$ cat config.mk
export PLATFORM = sky130hd
export DESIGN_NAME = fifo_read_ctrl
export DESIGN_NICKNAME = d
export VERILOG_FILES = /design/src/rtl/fifo_read_ctrl.sv
export SDC_FILE = /design/constraint.sdc
export NUM_CORES = 1
export LEC_CHECK = 0
export CAP_MARGIN = 20
export CORE_ASPECT_RATIO = 0.9
export CORE_MARGIN = 2
export CORE_UTILIZATION = 30
export DETAILED_ROUTE_END_ITERATION = 8
export PLACE_DENSITY = 0.64
export SLEW_MARGIN = 20
export SYNTH_ARGS = -nofsm -noshare
export SYNTH_HDL_FRONTEND = slang
export SYNTH_SLANG_ARGS = --single-unit
$ cat constraint.sdc
create_clock -name RCLK -period 1.8 [get_ports RCLK]
set_input_delay 0.54 -clock RCLK [delete_from_list [all_inputs] [get_ports RCLK]]
set_output_delay 0.54 -clock RCLK [all_outputs]
set_load 0.005 [all_outputs]
$ cat src/rtl/fifo_read_ctrl.sv
// Read-side controller for an asynchronous FIFO, clocked by the read clock.
// It pops words from the FIFO and absorbs the FIFO's one-cycle read latency in a small skid buffer.
// Buffered words are presented downstream as a valid/ready stream.
// It also counts the words delivered downstream and keeps a sticky underflow flag.
module fifo_read_ctrl #(
    parameter int DATA_WIDTH = 8,
    parameter int SKID_DEPTH = 2,
    parameter int CNT_WIDTH  = 16
) (
    input  logic                  RCLK,
    input  logic                  RST,
    input  logic                  ENABLE,
    input  logic                  EMPTY,
    output logic                  READ_ENABLE,
    input  logic [DATA_WIDTH-1:0] READ_DATA,
    output logic [DATA_WIDTH-1:0] OUT_DATA,
    output logic                  OUT_VALID,
    input  logic                  OUT_READY,
    output logic                  BUSY,
    output logic [CNT_WIDTH-1:0]  WORD_COUNT,
    output logic                  UNDERFLOW
);

    localparam int PTR_W = (SKID_DEPTH > 1) ? $clog2(SKID_DEPTH) : 1;
    // Wide enough to hold occupancy plus one in-flight word.
    localparam int OCC_W = $clog2(SKID_DEPTH + 2);

    typedef enum logic [1:0] {
        IDLE  = 2'd0,
        RUN   = 2'd1,
        DRAIN = 2'd2
    } state_t;

    state_t                state_q, state_d;
    logic [DATA_WIDTH-1:0] buf_q [SKID_DEPTH];
    logic [DATA_WIDTH-1:0] buf_d [SKID_DEPTH];
    logic [PTR_W-1:0]      head_q, head_d;
    logic [PTR_W-1:0]      tail_q, tail_d;
    logic [OCC_W-1:0]      occ_q, occ_d;
    logic                  in_flight_q, in_flight_d;
    logic [CNT_WIDTH-1:0]  count_q, count_d;
    logic                  underflow_q, underflow_d;

    logic                  pop_out;
    logic                  capture;
    logic [OCC_W-1:0]      pending;

    function automatic logic [PTR_W-1:0] ptr_inc(input logic [PTR_W-1:0] p);
        if (p == PTR_W'(SKID_DEPTH - 1)) begin
            return '0;
        end
        return p + PTR_W'(1);
    endfunction

    assign OUT_VALID  = (occ_q != '0);
    assign OUT_DATA   = OUT_VALID ? buf_q[head_q] : '0;
    assign BUSY       = (state_q != IDLE);
    assign WORD_COUNT = count_q;
    assign UNDERFLOW  = underflow_q;

    // Next-state logic for the control FSM.
    always_comb begin
        state_d = state_q;
        case (state_q)
            IDLE:    if (ENABLE) state_d = RUN;
            RUN:     if (!ENABLE) state_d = DRAIN;
            DRAIN: begin
                if (ENABLE) begin
                    state_d = RUN;
                end else if (!in_flight_q && (occ_q == '0)) begin
                    state_d = IDLE;
                end
            end
            default: state_d = IDLE;
        endcase
    end

    // Credit-based pop decision plus the next-state values for the skid buffer, counter and flags.
    // A word leaving this cycle frees a slot, so a pop may be issued against a full buffer.
    always_comb begin
        pop_out     = OUT_VALID && OUT_READY;
        capture     = in_flight_q;
        pending     = occ_q + OCC_W'(in_flight_q) - OCC_W'(pop_out);
        READ_ENABLE = (state_q == RUN) && !EMPTY && (pending < OCC_W'(SKID_DEPTH));

        buf_d  = buf_q;
        head_d = head_q;
        tail_d = tail_q;
        occ_d  = occ_q;
        if (capture) begin
            buf_d[tail_q] = READ_DATA;
            tail_d        = ptr_inc(tail_q);
        end
        if (pop_out) begin
            head_d = ptr_inc(head_q);
        end
        case ({capture, pop_out})
            2'b10:   occ_d = occ_q + OCC_W'(1);
            2'b01:   occ_d = occ_q - OCC_W'(1);
            default: occ_d = occ_q;
        endcase

        in_flight_d = READ_ENABLE;
        count_d     = pop_out ? (count_q + CNT_WIDTH'(1)) : count_q;
        underflow_d = underflow_q | (READ_ENABLE & EMPTY);
    end

    // State register; reset drops any buffered or in-flight words.
    always_ff @(posedge RCLK or negedge RST) begin
        if (!RST) begin
            state_q     <= IDLE;
            head_q      <= '0;
            tail_q      <= '0;
            occ_q       <= '0;
            in_flight_q <= 1'b0;
            count_q     <= '0;
            underflow_q <= 1'b0;
            for (int i = 0; i < SKID_DEPTH; i++) begin
                buf_q[i] <= '0;
            end
        end else begin
            state_q     <= state_d;
            head_q      <= head_d;
            tail_q      <= tail_d;
            occ_q       <= occ_d;
            in_flight_q <= in_flight_d;
            count_q     <= count_d;
            underflow_q <= underflow_d;
            for (int i = 0; i < SKID_DEPTH; i++) begin
                buf_q[i] <= buf_d[i];
            end
        end
    end

endmodule
* After elaboration in Yosys (flattened, before gate mapping)
Cells that the tools add are included.
Storage, ports and cells: bits in registers 40, bits of input ports 13, output and inout bits 28, logic and storage cells 65
Operators by class: add/sub/neg operators 7, $lt $le $gt $ge 4, eq/ne operators 7, muxes and demuxes 21, bitwise logic cells 4, reductions and logical operators 13
Operator list (number):
- $mux 8 | 5
- $add 16x1->16 const B | 1
- $bwmux 16 | 1
- $demux 8 s1 | 1
- $mux 1 | 8
- $mux 2 | 4
- $pmux 2 s3 | 1
- $reduce_bool 2->1 | 3
- $logic_and 1x1->1 | 5
- $eq 2x1->1 const B | 2
- $eq 2x2->1 const B | 2
- $ge 2x2->1 const B | 2
- $logic_not 2->1 | 2
- $ne 2x2->1 const B | 2
- $not 1->2 | 2
- $pmux 2 s2 | 1
- $ne 3x3->1 const B | 1
- $reduce_and 3->1 | 1
- $add 1x1->1 const B | 2
- $add 2x1->2 | 1
- $add 2x1->2 const B | 1
- $logic_not 1->1 | 2
- $lt 2x1->1 const B | 1
- $lt 2x2->1 const B | 1
- other kinds (4) | 4

* Logic depth before layout (Yosys ltp)
Gate-level depths: netlist of run 1.
depth in word-level cells 7, gate-level depth with buffers 5, depth with buffers taken out 5

* Worst setup path after synthesis of run 1
No wires, ideal clock.
kind register to output, start point register in_flight_q, in the netlist capture, end point output port READ_ENABLE, arrival 1.092 ns, slack 0.168 ns, stages on the path, launching flop included 6, buffers on the path 1, cells stage by stage dfrtp_1 clkbuf_1 nand2b_1 a21oi_1 nor3_1 nor3_1
Between the ends: longest elaborated chain between the ends 4
Ends and longest elaborated chain:
- from (decl) | RTL line 40 | logic in_flight_q, in_flight_d;
- from (signal assigned) | RTL line 126 | in_flight_q <= in_flight_d;
- $add 2x1->2 | RTL line 83 | pending = occ_q + OCC_W'(in_flight_q) - OCC_W'(pop_out);
- $sub 2x1->2 | RTL line 83
- $lt 2x2->1 | RTL line 84 | READ_ENABLE = (state_q == RUN) && !EMPTY && (pending < OCC_W'(SKID_DEPTH));
- $logic_and 1x1->1 | RTL line 84
- to (decl) | RTL line 14 | output logic READ_ENABLE,
Every way passes these cells.

* Worst setup path after layout of run 1
start point register occ_q[1], end point output port READ_ENABLE
Between the ends: longest elaborated chain between the ends 5, elaborated cells between the ends (all ways) 6
Ends and longest elaborated chain:
- from (decl) | RTL line 39 | logic [OCC_W-1:0] occ_q, occ_d;
- from (signal assigned) | RTL line 114 | occ_q <= '0;
- from (signal assigned) | RTL line 125 | occ_q <= occ_d;
- branches (longest 2 deep; another with $add 2x1->2)
- $sub 2x1->2 * | RTL line 83
- $lt 2x2->1 * | RTL line 84
- $logic_and 1x1->1 * | RTL line 84
Mark *: on every way between the ends.

==> impl_metrics.tcl, run 1 <==
set metrics [dict create \
    synthArstFlopShare_pct 100 \
    cp_max_fo 4 \
    cpPeakStageDelay_ns 0.36 \
    dr.pass1.iters 4 \
    power_switching_mw 1.06 \
    dieArea_um2 6480 \
    maxSlewViolCount 0 \
    synth_mux_area_share_pct 15.5 \
    grt_pass1_wl_mm 6.01 \
    synth_adder_area_share_pct 0.713 \
    critPathLaunchType "flop" \
    p_clk_share_pct 17.8 \
    clk_pin_slew_ns 0.07 \
    fmax_ghz 0.522 \
    netlist_top_cells_area "dfrtp_1 (57%), mux2_2 (11%), xnor2_1 (5.5%)" \
    syn_area_um2 1760 \
    switching_share_pct 30.2 \
    grt_antenna_before_repair 0 \
    synth-seq-cells 40 \
    yosys.area_share.simple_pct 12.6 \
    endpoint_kind "output pin" \
    synth.cells.most_frequent "dfrtp_1 (40), mux2_2 (17), nor2_1 (12)" \
    overflow 0 \
    cts.sinks 40 \
    clock_latency_ns 0.28 \
    cts_buffer_depth 2 \
    grt_max_degree 41 \
    skew_ns 0.00335 \
    hp-class "primary input to asynchronous set/reset pin" \
    start_util_pct 31.0 \
    final.setup.worst_slack_ns -0.116 \
    die_w_um 84.6 \
    dp_cells 262 \
    fin_cells 288 \
    p_seq_share_pct 39.5 \
    final_area_um2 2610 \
    synth_top_area_cell "dfrtp_1" \
    wl_per_cell_um 12.5 \
    nNetsFinal 232 \
    synth_compound_gate_area_share_pct 2.78 \
    vias_per_cell 4.44 \
    holdWs_ns 0.293 \
    ant_nets 0 \
    rsz0062_at_grt "true" \
    violations "negative setup slack" \
    drc 0 \
    synthDistinctLibCells 26 \
    yosysMostFrequentCell "dfrtp_1" \
    min_period_ns 1.92 \
    synth-edff-count 0 \
    area_delta_synth_final_pct 48.6 \
    required_ns 1.26 \
    cp_cell_sequence "buf_4, and4_4, nor3_4, nor3_2, buf_2" \
    internal_power_mw 2.46 \
    gp_congestion 0.751 \
    cts_root_buf "clkbuf_8" \
    vias 1280 \
    synth_top_family_by_area "multiplexers" \
    cp.arrival_ns 1.38 \
    yosys_warnings 0 \
    io_buffers 40 \
    ys_seq_area_share_pct 57.0 \
    synth_nets 154 \
    drive_above_1_share_pct 41.7 \
    final_hold_viol_count 0 \
    placed_cell_area_um2 2340 \
    diodes 0 \
    irDropWorstVdd_v 0.000550 \
    cts_buffers 5 \
    status "finished, violations left" \
    drt_iter0_markers 12 \
    synthFlopType "dfrtp_1" \
    place_hpwl_mm 2.39 \
    cts_tree "done" \
    p_leak_nw 1.22 \
    crit_slowest_cell "dfrtp_2" \
    wl_mm 3.61 \
    io_pins 41 \
    core_um2 5660 \
    post-route-period-util_pct 106 \
    rows 26 \
    finalSetupViolations 2 \
    dieHeight_um 76.6 \
    cap_violations 0 \
    synth_top_area_share_pct 57.0 \
    track_usage_pct 11.5 \
    worstMarginPinSlew_ns 0.492 \
    slew_headroom_pct 67.2 \
    htree_num_levels 2 \
    power_frac_comb_pct 42.6 \
    postSynthAreaPerCell_um2 12.5 \
    power_density_nw_per_um2 1350 \
    grt_pass1_vias 1302 \
    netlist_instances 140 \
    path_class "flop to output pin" \
    yosys.area_share.xor_xnor_pct 9.48 \
]
==> worst paths after layout <==
| check | start | to | slack, ns | depth (start not counted) |
|---|---|---|---|---|
| worst max-delay path | occ_q[1] | READ_ENABLE | -0.12 | 5 |
| worst min-delay path | RST | WORD_COUNT[15] | 0.29 | 2 |
| worst max register to register | occ_q[1] | WORD_COUNT[8] | 0.25 | 7 |
| worst min register to register | UNDERFLOW | UNDERFLOW | 0.38 | 0 |
| max in group asynchronous | RST | occ_q[0] | 1.13 | 2 |
| min in group RCLK | UNDERFLOW | UNDERFLOW | 0.38 | 0 |
==> worst max-delay path, delay by kind of cell, from the launching register on <==
family	cells	cell delay, ns
buffers and inverters	2	0.29
and+or+nand+nor	3	0.44
DFF	1	0.36
==> layer usage <==
layer,routed length (µm),GRT usage (%)
met1,1710,15.7
met2,1630,17.0
met3,230,4.12
met4,42,3.81
met5,0,0
==> power groups by stage <==
stage / logic (mW) / clock network [mW] / registers (mW)
6_report: 1.50 / 0.627 / 1.39
5_1_grt: 1.65 / 0.698 / 1.43
3_3_place_gp: 1.36 / 0 / 1.42
4_1_cts: 1.41 / 0.660 / 1.40
2_1_floorplan: 0.699 / 0 / 1.37
3_5_place_dp: 1.38 / 0 / 1.43
==> cell families after synthesis <==
group	count (synthesis)
simple gates	40
flops	40
fa+ha+maj	1
xor+xnor	19
buf+inv	8
compound gates	7
mux	25
==> stage by stage <==
step	power [mW]	worst slack, ns	util (%)	setup TNS, ns
after floorplan	2.07	0.168	-	0
after global placement	2.78	-0.791	41.4	-3.52
after detailed placement	2.81	-0.835	41.4	-3.57
after CTS	3.47	-0.136	44.4	-0.484
after global routing	3.78	-0.176	46.1	-0.595
final	3.52	-0.116	46.1	-0.144
==> cells in the final DEF (no fill, tap or decap), drive strengths merged <==
cell type      netlist  routed
ha                   1       1
nor4                 1       1
buf                  3      48
clkdlybuf4s15        0       1
xnor2               11      11
inv                  3       3
clkdlybuf4s50        0      27
xor2                 8       8
o211ai               1       1
nor2                12      12
nor2b                2       2
a21boi               1       1
mux2i                8       8
and4                 3       3
a21oi                3       3
nand4                3       3
nand2                6       6
nor3                 3       3
or2                  1       1
o21ai                2       2
and3                 3       3
nand3                4       4
mux2                17      17
clkbuf               2       7
nand2b               2       2
dfrtp               40      40
==> registers in the layout (all words and copies together) (netlist names) <==
name and count:
WORD_COUNT 16, UNDERFLOW 1, capture 1, occ_q 2, head_q 1, buf_q 16, tail_q 1, state_q 2
==> layout make-up <==
class                           instances  area (µm²)
Inverter                                3        11.3
Tap cell                               70        87.6
Timing Repair Buffer                   76         629
Fill cell                             565        3050
Sequential cell                        40        1010
Clock buffer                            7        96.3
Multi-Input combinational cell         92         777
==> timing repair <==
item,4_1_cts,5_1_grt
pin swaps,4,6
buffers inserted,10,10
hold buffers,0,0
gates resized for setup,58,12
setup endpoints to repair,15,20
(Power assumes the default switching activity.)
==> inputs of run 2 (changes only) <==
--- a/config.mk
+++ b/config.mk
@@ -9,6 +9,7 @@
 export CORE_ASPECT_RATIO = 0.9
 export CORE_MARGIN = 2
 export CORE_UTILIZATION = 30
+export CTS_BUF_LIST = sky130_fd_sc_hd__clkbuf_8
 export DETAILED_ROUTE_END_ITERATION = 8
 export PLACE_DENSITY = 0.64
 export SLEW_MARGIN = 20
==> constraint.sdc (replaced) <==
create_clock -name RCLK -period 1.8 [get_ports RCLK]
set_input_delay 0.36 -clock RCLK [delete_from_list [all_inputs] [get_ports RCLK]]
set_output_delay 0.36 -clock RCLK [all_outputs]
set_load 0.005 [all_outputs]
==> run 2 against run 1 <==
  * The run now ends clean
  * Register-to-register slack about the same
  * Maximum frequency grew 7.2%
  * Routed wire length up 3.8%
  * Clock power increased by 14%
  * Sequential power barely moved
  * Sequential cell count did not move
  * Cell area fell by 3.2%
  * Die area unchanged
  * Largest cell class unchanged
  * Largest power group unchanged
  * Highest routed layer unchanged
==> impl_metrics.tcl, run 2 (same netlist as run 1, synthesis figures left out) <==
set metrics [dict create \
    final_area_um2 2530 \
    rsz0062_at_grt "true" \
    drc 0 \
    dr.pass1.iters 4 \
    status "completed" \
    maxSlewViolCount 0 \
    nNetsFinal 221 \
    cts.sinks 40 \
    irDropWorstVdd_v 0.000514 \
    rows 26 \
    cp_max_fo 5 \
    cap_violations 0 \
    internal_power_mw 2.46 \
    fillers 532 \
    placed_cell_area_um2 2310 \
    post-route-period-util_pct 99.3 \
    overflow 0 \
    dieHeight_um 76.6 \
    grt_pass1_wl_mm 6.38 \
    clock_latency_ns 0.29 \
    track_usage_pct 12.6 \
    grt_antenna_before_repair 0 \
    power_density_nw_per_um2 1390 \
    clk_pin_slew_ns 0.08 \
    place_hpwl_mm 2.47 \
    skew_ns 0.0105 \
    fmax_ghz 0.560 \
    core_um2 5660 \
    endpoint_kind "output pin" \
    wl_mm 3.74 \
    mostFrequentLayoutCell "dfrtp_1" \
    worstMarginPinSlew_ns 0.502 \
    gp_congestion 0.753 \
    p_leak_nw 1.19 \
    path_class "flop to output pin" \
    slew_headroom_pct 66.5 \
    grt_pass1_vias 1315 \
    die_w_um 84.6 \
    cts_buffer_depth 2 \
    critPathLaunchType "flop" \
    drt_iter0_markers 40 \
    cts_tree "done" \
    cts_root_buf "clkbuf_8" \
    switching_share_pct 30.1 \
    start_util_pct 31.0 \
    grt_max_degree 23 \
    htree_num_levels 2 \
    min_period_ns 1.79 \
    required_ns 1.44 \
    cp.arrival_ns 1.43 \
    ctsHoldBuffers 0 \
    ant_nets 0 \
    power_switching_mw 1.06 \
    layout_common_cells "dfrtp_1 (38), clkdlybuf4s50_1 (27), buf_4 (24), mux2_2 (17), nor2_1 (12)" \
    hp-class "primary input to asynchronous set/reset pin" \
    dieArea_um2 6480 \
    final_core_util_pct 44.6 \
    cts_buffers 5 \
    p_seq_share_pct 39.8 \
    wl_per_cell_um 13.5 \
    finalSetupViolations 0 \
    p_clk_share_pct 20.3 \
    drive_above_1_share_pct 32.2 \
    io_buffers 40 \
    io_pins 41 \
    power_frac_comb_pct 39.9 \
    vias_per_cell 4.59 \
    vias 1276 \
    diodes 0 \
    final_hold_viol_count 0 \
    area_delta_synth_final_pct 43.9 \
]
==> run 2: cell count changes in the layout (fill, tap and decap cells not counted), moves of 3 or more <==
cell	delta
clkbuf_2	+4
dfrtp_1	+3
dfrtp_2	-3
inv_1	+3
buf_4	-7
dlygate4sd2_1	+4
buf_6	-5
buf_2	-10
==> run 2: final timing paths <==
kind / start / endpoint / slack (ns) / cells after the start
worst min register to register: UNDERFLOW / UNDERFLOW / 0.38 / 0
worst max register to register: occ_q[0] / WORD_COUNT[8] / 0.25 / 7
min in group RCLK: UNDERFLOW / UNDERFLOW / 0.38 / 0
max in group asynchronous: RST / WORD_COUNT[3] / 1.22 / 2
worst max-delay path: capture / READ_ENABLE / 0.01 / 5
worst min-delay path: RST / WORD_COUNT[14] / 0.02 / 1
==> run 2: power groups by stage <==
| stage | logic, mW | registers, mW | clock network, mW |
|---|---|---|---|
| after CTS | 1.43 | 1.40 | 0.738 |
| after detailed placement | 1.26 | 1.48 | 0 |
| after global placement | 1.24 | 1.47 | 0 |
| after global routing | 1.55 | 1.45 | 0.783 |
| after floorplan | 0.699 | 1.37 | 0 |
| final | 1.41 | 1.40 | 0.714 |
==> run 2: per-layer routing <==
metal / global-route usage [%] / part of all wire, % / vias up / wire [µm]
met2: 19.3 / 45 / 41 / 1700
met1: 16.4 / 47 / 621 / 1760
met3: 4.77 / 6.5 / 4 / 243
met5: 0 / 0 / - / 0
met4: 4.29 / 1.1 / 0 / 40
li1: - / - / 610 / -
==> run 2: layout make-up <==
type | count | area (µm²) | area share, %
Clock inverter | 3 | 38.8 | 1.54
Tap cell | 70 | 87.6 | 3.47
Timing Repair Buffer | 65 | 571 | 22.6
Inverter | 3 | 11.3 | 0.446
Multi-Input combinational cell | 92 | 746 | 29.5
Sequential cell | 40 | 1000 | 39.7
Clock buffer | 5 | 68.8 | 2.72
==> run 2: critical path: stages (launching register included) <==
cell and delay (ns):
dfrtp_2 0.44, nand2b_4 0.15, a21oi_2 0.14, nor3_2 0.07, nor3_2 0.19, buf_2 0.15
==> run 2: what timing repair did <==
item / in CTS / in global routing
setup endpoints to repair: 11 / 8
pin swaps: 3 / 3
hold endpoints to repair: 0 / 0
setup buffers: 9 / 3
gates resized for setup: 20 / 12
==> run 2: metrics by stage <==
step           setup TNS [ns]  std cells  total power [mW]  hold WS [ns]  worst slack [ns]
3_5_place_dp           -0.787        258              2.74         0.362            -0.501
5_1_grt               -0.0491        278              3.79        0.0474           -0.0491
3_3_place_gp           -0.542        258              2.71         0.356            -0.430
4_1_cts                     0        275              3.56        0.0363           0.00853
2_1_floorplan               0        140              2.07        0.0644             0.348
6_report                    0        278              3.52        0.0247            0.0130
